`config.mk`:
```
export PLATFORM = sky130hd
export DESIGN_NAME = regfile_sb_flat
export DESIGN_NICKNAME = d
export VERILOG_FILES = /design/src/rtl/regfile_sb_if.sv /design/src/rtl/regfile_sb.sv /design/src/flat_wrapper.sv
export SDC_FILE = /design/constraint.sdc
export NUM_CORES = 2
export LEC_CHECK = 0
export ABC_CLOCK_PERIOD_IN_PS = 2550
export CAP_MARGIN = 5
export CORE_ASPECT_RATIO = 0.9
export CORE_MARGIN = 8
export CORE_UTILIZATION = 45
export CTS_CLUSTER_DIAMETER = 30
export DETAILED_ROUTE_END_ITERATION = 6
export DONT_BUFFER_PORTS = 1
export SLEW_MARGIN = 20
export SYNTH_ARGS = -nofsm -noshare
export SYNTH_HDL_FRONTEND = slang
export SYNTH_SLANG_ARGS = --single-unit
```
`constraint.sdc`:
```
create_clock -name clk -period 2.55 [get_ports clk]
set_input_delay 0.1275 -clock clk [delete_from_list [all_inputs] [get_ports clk]]
set_output_delay 0.1275 -clock clk [all_outputs]
set_load 0.005 [all_outputs]
```
`src/rtl/regfile_sb_if.sv`:
```
// Bus bundle for regfile_sb: two write ports, a scoreboard issue port and NRD packed read ports.
interface regfile_sb_if #(
    parameter int WIDTH  = 32,
    parameter int ADDR_W = 4,
    parameter int NRD    = 2
);
    logic                  write0;
    logic [ADDR_W-1:0]     waddr0;
    logic [WIDTH-1:0]      in0;
    logic                  write1;
    logic [ADDR_W-1:0]     waddr1;
    logic [WIDTH-1:0]      in1;
    logic                  issue;
    logic [ADDR_W-1:0]     issue_addr;
    logic [NRD*ADDR_W-1:0] raddr;
    logic [NRD*WIDTH-1:0]  out;
    logic [NRD-1:0]        rbusy;
    logic                  busy_any;

    modport master (
        output write0, waddr0, in0, write1, waddr1, in1, issue, issue_addr, raddr,
        input  out, rbusy, busy_any
    );

    modport slave (
        input  write0, waddr0, in0, write1, waddr1, in1, issue, issue_addr, raddr,
        output out, rbusy, busy_any
    );
endinterface

```
`src/rtl/regfile_sb.sv`:
```
// Multi-port register file with a per-register pending-write scoreboard.
// Reads are combinational and optionally forward same-cycle write data.
module regfile_sb #(
    parameter int WIDTH    = 32,
    parameter int ADDR_W   = 4,
    parameter int NRD      = 2,
    parameter int BYPASS   = 1,
    parameter int ZERO_REG = 0
) (
    input logic         clk,
    input logic         rst_n,
    regfile_sb_if.slave bus
);
    localparam int DEPTH = 2 ** ADDR_W;

    logic [WIDTH-1:0] regs [DEPTH];
    logic [DEPTH-1:0] pend;
    logic [DEPTH-1:0] pendNext;
    logic             keep0;
    logic             keep1;
    logic             keepIssue;

    // With a hardwired zero register, anything aimed at address 0 is ignored.
    assign keep0     = bus.write0 && !((ZERO_REG != 0) && (bus.waddr0 == '0));
    assign keep1     = bus.write1 && !((ZERO_REG != 0) && (bus.waddr1 == '0));
    assign keepIssue = bus.issue  && !((ZERO_REG != 0) && (bus.issue_addr == '0));

    // Issue is applied after the clears so a newer pending write survives its predecessor's commit.
    always_comb begin
        pendNext = pend;
        if (bus.write0) pendNext[bus.waddr0] = 1'b0;
        if (bus.write1) pendNext[bus.waddr1] = 1'b0;
        if (keepIssue)  pendNext[bus.issue_addr] = 1'b1;
    end

    always_ff @(posedge clk or negedge rst_n) begin
        if (!rst_n) begin
            for (int i = 0; i < DEPTH; i++) regs[i] <= '0;
            pend <= '0;
        end else begin
            if (keep0) regs[bus.waddr0] <= bus.in0;
            if (keep1) regs[bus.waddr1] <= bus.in1;
            pend <= pendNext;
        end
    end

    assign bus.busy_any = |pend;

    for (genvar k = 0; k < NRD; k++) begin : g_read
        logic [ADDR_W-1:0] ra;
        logic              isZero;
        logic              hit0;
        logic              hit1;
        logic              issueHit;

        assign ra       = bus.raddr[k*ADDR_W +: ADDR_W];
        assign isZero   = (ZERO_REG != 0) && (ra == '0);
        // Forwarding is held off during reset so outputs stay zero regardless of the write ports.
        assign hit1     = (BYPASS != 0) && rst_n && bus.write1 && (bus.waddr1 == ra);
        assign hit0     = (BYPASS != 0) && rst_n && bus.write0 && (bus.waddr0 == ra);
        assign issueHit = bus.issue && (bus.issue_addr == ra);

        assign bus.out[k*WIDTH +: WIDTH] = isZero ? '0 :
                                           hit1   ? bus.in1 :
                                           hit0   ? bus.in0 : regs[ra];
        assign bus.rbusy[k] = isZero        ? 1'b0 :
                              (hit1 || hit0) ? issueHit : pend[ra];
    end
endmodule

```
`src/flat_wrapper.sv`:
```
// flat-port wrapper written by rule: the top's interface ports become plain ports
module regfile_sb_flat 
#(
    parameter int WIDTH    = 32,
    parameter int ADDR_W   = 4,
    parameter int NRD      = 2,
    parameter int BYPASS   = 1,
    parameter int ZERO_REG = 0
)
  (clk, rst_n, bus_write0, bus_waddr0, bus_in0, bus_write1, bus_waddr1, bus_in1, bus_issue, bus_issue_addr, bus_raddr, bus_out, bus_rbusy, bus_busy_any);
  regfile_sb_if #(.WIDTH(WIDTH), .ADDR_W(ADDR_W), .NRD(NRD)) bus_i ();
  input logic clk;
  input logic rst_n;
  input wire logic [$bits(bus_i.write0)-1:0] bus_write0;
  input wire logic [$bits(bus_i.waddr0)-1:0] bus_waddr0;
  input wire logic [$bits(bus_i.in0)-1:0] bus_in0;
  input wire logic [$bits(bus_i.write1)-1:0] bus_write1;
  input wire logic [$bits(bus_i.waddr1)-1:0] bus_waddr1;
  input wire logic [$bits(bus_i.in1)-1:0] bus_in1;
  input wire logic [$bits(bus_i.issue)-1:0] bus_issue;
  input wire logic [$bits(bus_i.issue_addr)-1:0] bus_issue_addr;
  input wire logic [$bits(bus_i.raddr)-1:0] bus_raddr;
  output wire logic [$bits(bus_i.out)-1:0] bus_out;
  output wire logic [$bits(bus_i.rbusy)-1:0] bus_rbusy;
  output wire logic [$bits(bus_i.busy_any)-1:0] bus_busy_any;
  assign bus_i.write0 = bus_write0;
  assign bus_i.waddr0 = bus_waddr0;
  assign bus_i.in0 = bus_in0;
  assign bus_i.write1 = bus_write1;
  assign bus_i.waddr1 = bus_waddr1;
  assign bus_i.in1 = bus_in1;
  assign bus_i.issue = bus_issue;
  assign bus_i.issue_addr = bus_issue_addr;
  assign bus_i.raddr = bus_raddr;
  assign bus_out = bus_i.out;
  assign bus_rbusy = bus_i.rbusy;
  assign bus_busy_any = bus_i.busy_any;
  regfile_sb #(.WIDTH(WIDTH), .ADDR_W(ADDR_W), .NRD(NRD), .BYPASS(BYPASS), .ZERO_REG(ZERO_REG)) u_core (.clk(clk), .rst_n(rst_n), .bus(bus_i));
endmodule
```
==> flow_summary.yaml <==
floorplan:
  num_io_pins: 156
  die_area_um2: 86100
  fp.dieW_um: 308
  die_h_um: 279
  start_util_pct: 45.4
  std_cell_rows: 96
  coreArea_um2: 76300
setup_path:
  worstPathMaxFanout: 3
  worst_setup_path_end_kind: "output pin"
  critPathRequiredTime_ns: 2.42
  path_cells: "mux4_2, mux2_4, nand2_2, nand4_1, o221a_2"
  r2r_cells: 3
  critPathArrivalTime_ns: 2.51
  critPathMaxStageDelay_ns: 0.48
  r2r-end: "u_core.regs[466]"
  start_kind: "flip-flop"
  r2r_slack_ns: 1.20
  slowest_stage: "mux4_2"
  path_class: "flip-flop to output pin"
  r2r_start: "u_core.regs[466]"
sta:
  finalSetupViolCount: 1
  fin_tns_setup_ns: -0.0887
  maxClockFrequency_mhz: 379
  post-route-period-util_pct: 103
  timing.final.ws_setup_ns: -0.0887
  finClkSkew_ns: 0
  hold_ws_ns: -0.882
  final_hold_viol_count: 528
  worst_slew_pin_slew_ns: 1.52
  rsz0062_at_grt: "yes"
  slew_headroom_pct: -1.21
  drv_slew: 44
  period_minus_slack_ns: 2.64
clocking:
  clkTransAtPathRegs_ns: 0.04
  post_cts_buffers: 0
  hold_buffers: 124
  clock-sinks: 528
  cts_buffers: 139
  cts_tree: "yes"
  htree_levels: 4
  cts_root_buf: "clkbuf_16"
  cts_buffer_depth: 3
  clk_latency_ns: 0.71
power:
  combPwrFrac_pct: 19.0
  p_leak_nw: 17.2
  p_seq_share_pct: 32.7
  clock_power_share_pct: 48.3
  power.density_nw_per_um2: 920
  max-vdd-ir-drop_v: 0.000562
  sw_frac_of_total_pct: 27.5
  p_int_mw: 27.4
  p_switching_mw: 10.4
yosys:
  avgSynthCellArea_um2: 10.3
  synthCells: 3374
  seq_area_frac_synth_pct: 38.2
  synth.area.top_cells: "dfrtp_1 38%, mux2i_1 19%, mux4_2 13%, a21oi_1 4.8%, nor2_1 3.6%"
  yosys.area.top_type: "dfrtp_1"
  ys_ff_latch: 528
  yosysWarnings: 0
  ys_types: 52
  synth_top_area_share_pct: 38.2
  synthFlopType: "dfrtp_1"
  synth_fp_nets: 3463
  synthArstFlopShare_pct: 100
  synth_edf_count: 0
  syn_area_um2: 34600
placed_design:
  placed_area_um2: 34900
  dp_hpwl_um: 71300
  gp_congestion: 0.843
  numPortBuffers: 0
  post-place-ws_ns: 0.601
global_routing:
  antenna_found_initial: 1
  grt_pass1_wl_um: 193000
  gr-total-overflow: 0
  grt_pass1_vias: 29048
  grt.total_usage_pct: 29.8
  grt_max_degree: 533
cells_and_area:
  nets: 3376
  area_growth_pct: 18.8
  final_cell_mix: "643 x mux2i_1, 528 x dfrtp_1, 333 x nor2_1"
  layout_commonest_cell: "mux2i_1"
  stdcell_area_um2: 41100
  layout-drive-gt1-share_pct: 20.2
route:
  routed_wl_um: 131000
  dr.pass1.iters: 6
  dr.first_iter.drc_count: 3664
  drcViolationCount: 0
  via_count: 29181
  via_per_inst: 6.60
  antenna_left: 0
  wl_per_cell_um: 29.7
status:
  status: "finished with violations"
  violations: "hold timing, slew limit, setup timing"
flow_run:
  cap_violations: 0
min_path:
  hp-class: "input pin to asynchronous set/reset pin"
## cells in the mapped netlist, types with 27 or more instances
cell type  count
mux2i_1      643
dfrtp_1      528
nor2_1       335
a21oi_1      329
nand2_1      292
o21ai_0      213
clkbuf_1     207
mux4_2       199
buf_2        104
buf_1         79
nand4_1       65
a221oi_1      62
mux2_2        62
o221a_2       62
o21ai_1       49
buf_4         27
## repair_timing
item                                    in CTS  in global routing
gates resized for setup                      1                  3
pin swaps                                    1                  0
endpoints found under the setup margin       1                  5
hold endpoints to repair                  1056                528
## power by group through the flow
stage | combinational, mW | clock [mW] | sequential (mW)
2_1_floorplan | 5.84 | 0 | 11.7
3_3_place_gp | 6.36 | 0 | 12.2
3_5_place_dp | 6.54 | 0 | 12.4
4_1_cts | 7.13 | 18.4 | 12.3
5_1_grt | 7.79 | 18.9 | 12.6
6_report | 7.19 | 18.3 | 12.4
## worst max path at each step
stage	from	end	slack (ns)
floorplan	bus_raddr[1]	bus_out[24]	0.85
global placement	bus_raddr[7]	bus_out[62]	0.62
detailed placement	bus_raddr[1]	bus_out[5]	0.60
CTS	u_core.regs[372]	bus_out[52]	-0.06
global route	u_core.regs[84]	bus_out[52]	-0.11
finish	u_core.regs[116]	bus_out[52]	-0.09
## flip-flops by register name, summed over array words and instances (netlist names)
signal       cells
u_core.pend     16
u_core.regs    512
## worst max-delay path: cells and delay by family (launching register included)
kind	cells	cell delay (ns)
flip-flops	1	0.41
AND/OR/NAND/NOR	2	0.36
multiplexers	2	0.76
AO/OA/AOI/OAI	1	0.27
## layout make-up
class	instances	area [um^2]
Tap cell	1029	1290
Clock inverter	68	1020
Sequential cell	528	13200
Timing Repair Buffer	203	2090
Clock buffer	178	3900
Inverter	2	7.51
Fill cell	6468	35100
Antenna cell	2	5.00
Multi-Input combinational cell	2413	19600
## cells by family after synthesis
family | Yosys count | synth area share [%]
AOI/OAI and AO/OA | 730 | 12.5
xor gates and xnor gates | 24 | 0.607
buffers and inverters | 433 | 5.77
DFF | 528 | 38.2
muxes | 905 | 33.6
and+or+nand+nor | 754 | 9.33
## metrics by stage
stage / hold slack, ns / total power [mW] / instances / util (%)
after floorplan: -0.168 / 17.6 / 3374 / -
after global placement: -0.0954 / 18.5 / 4051 / 45.8
after detailed placement: -0.101 / 18.9 / 4051 / 45.8
after CTS: -0.868 / 37.8 / 4421 / 53.9
after global routing: -0.902 / 39.3 / 4421 / 53.9
final: -0.882 / 37.8 / 4423 / 53.9
## metal layers
layer,track usage [%],part of all wire [%],routed length [um]
met1,40.3,40,52500
met3,9.20,12,15300
met4,14.2,4.6,6060
met2,43.5,44,57300
met5,0,0,0
(Power assumes the default switching activity.)
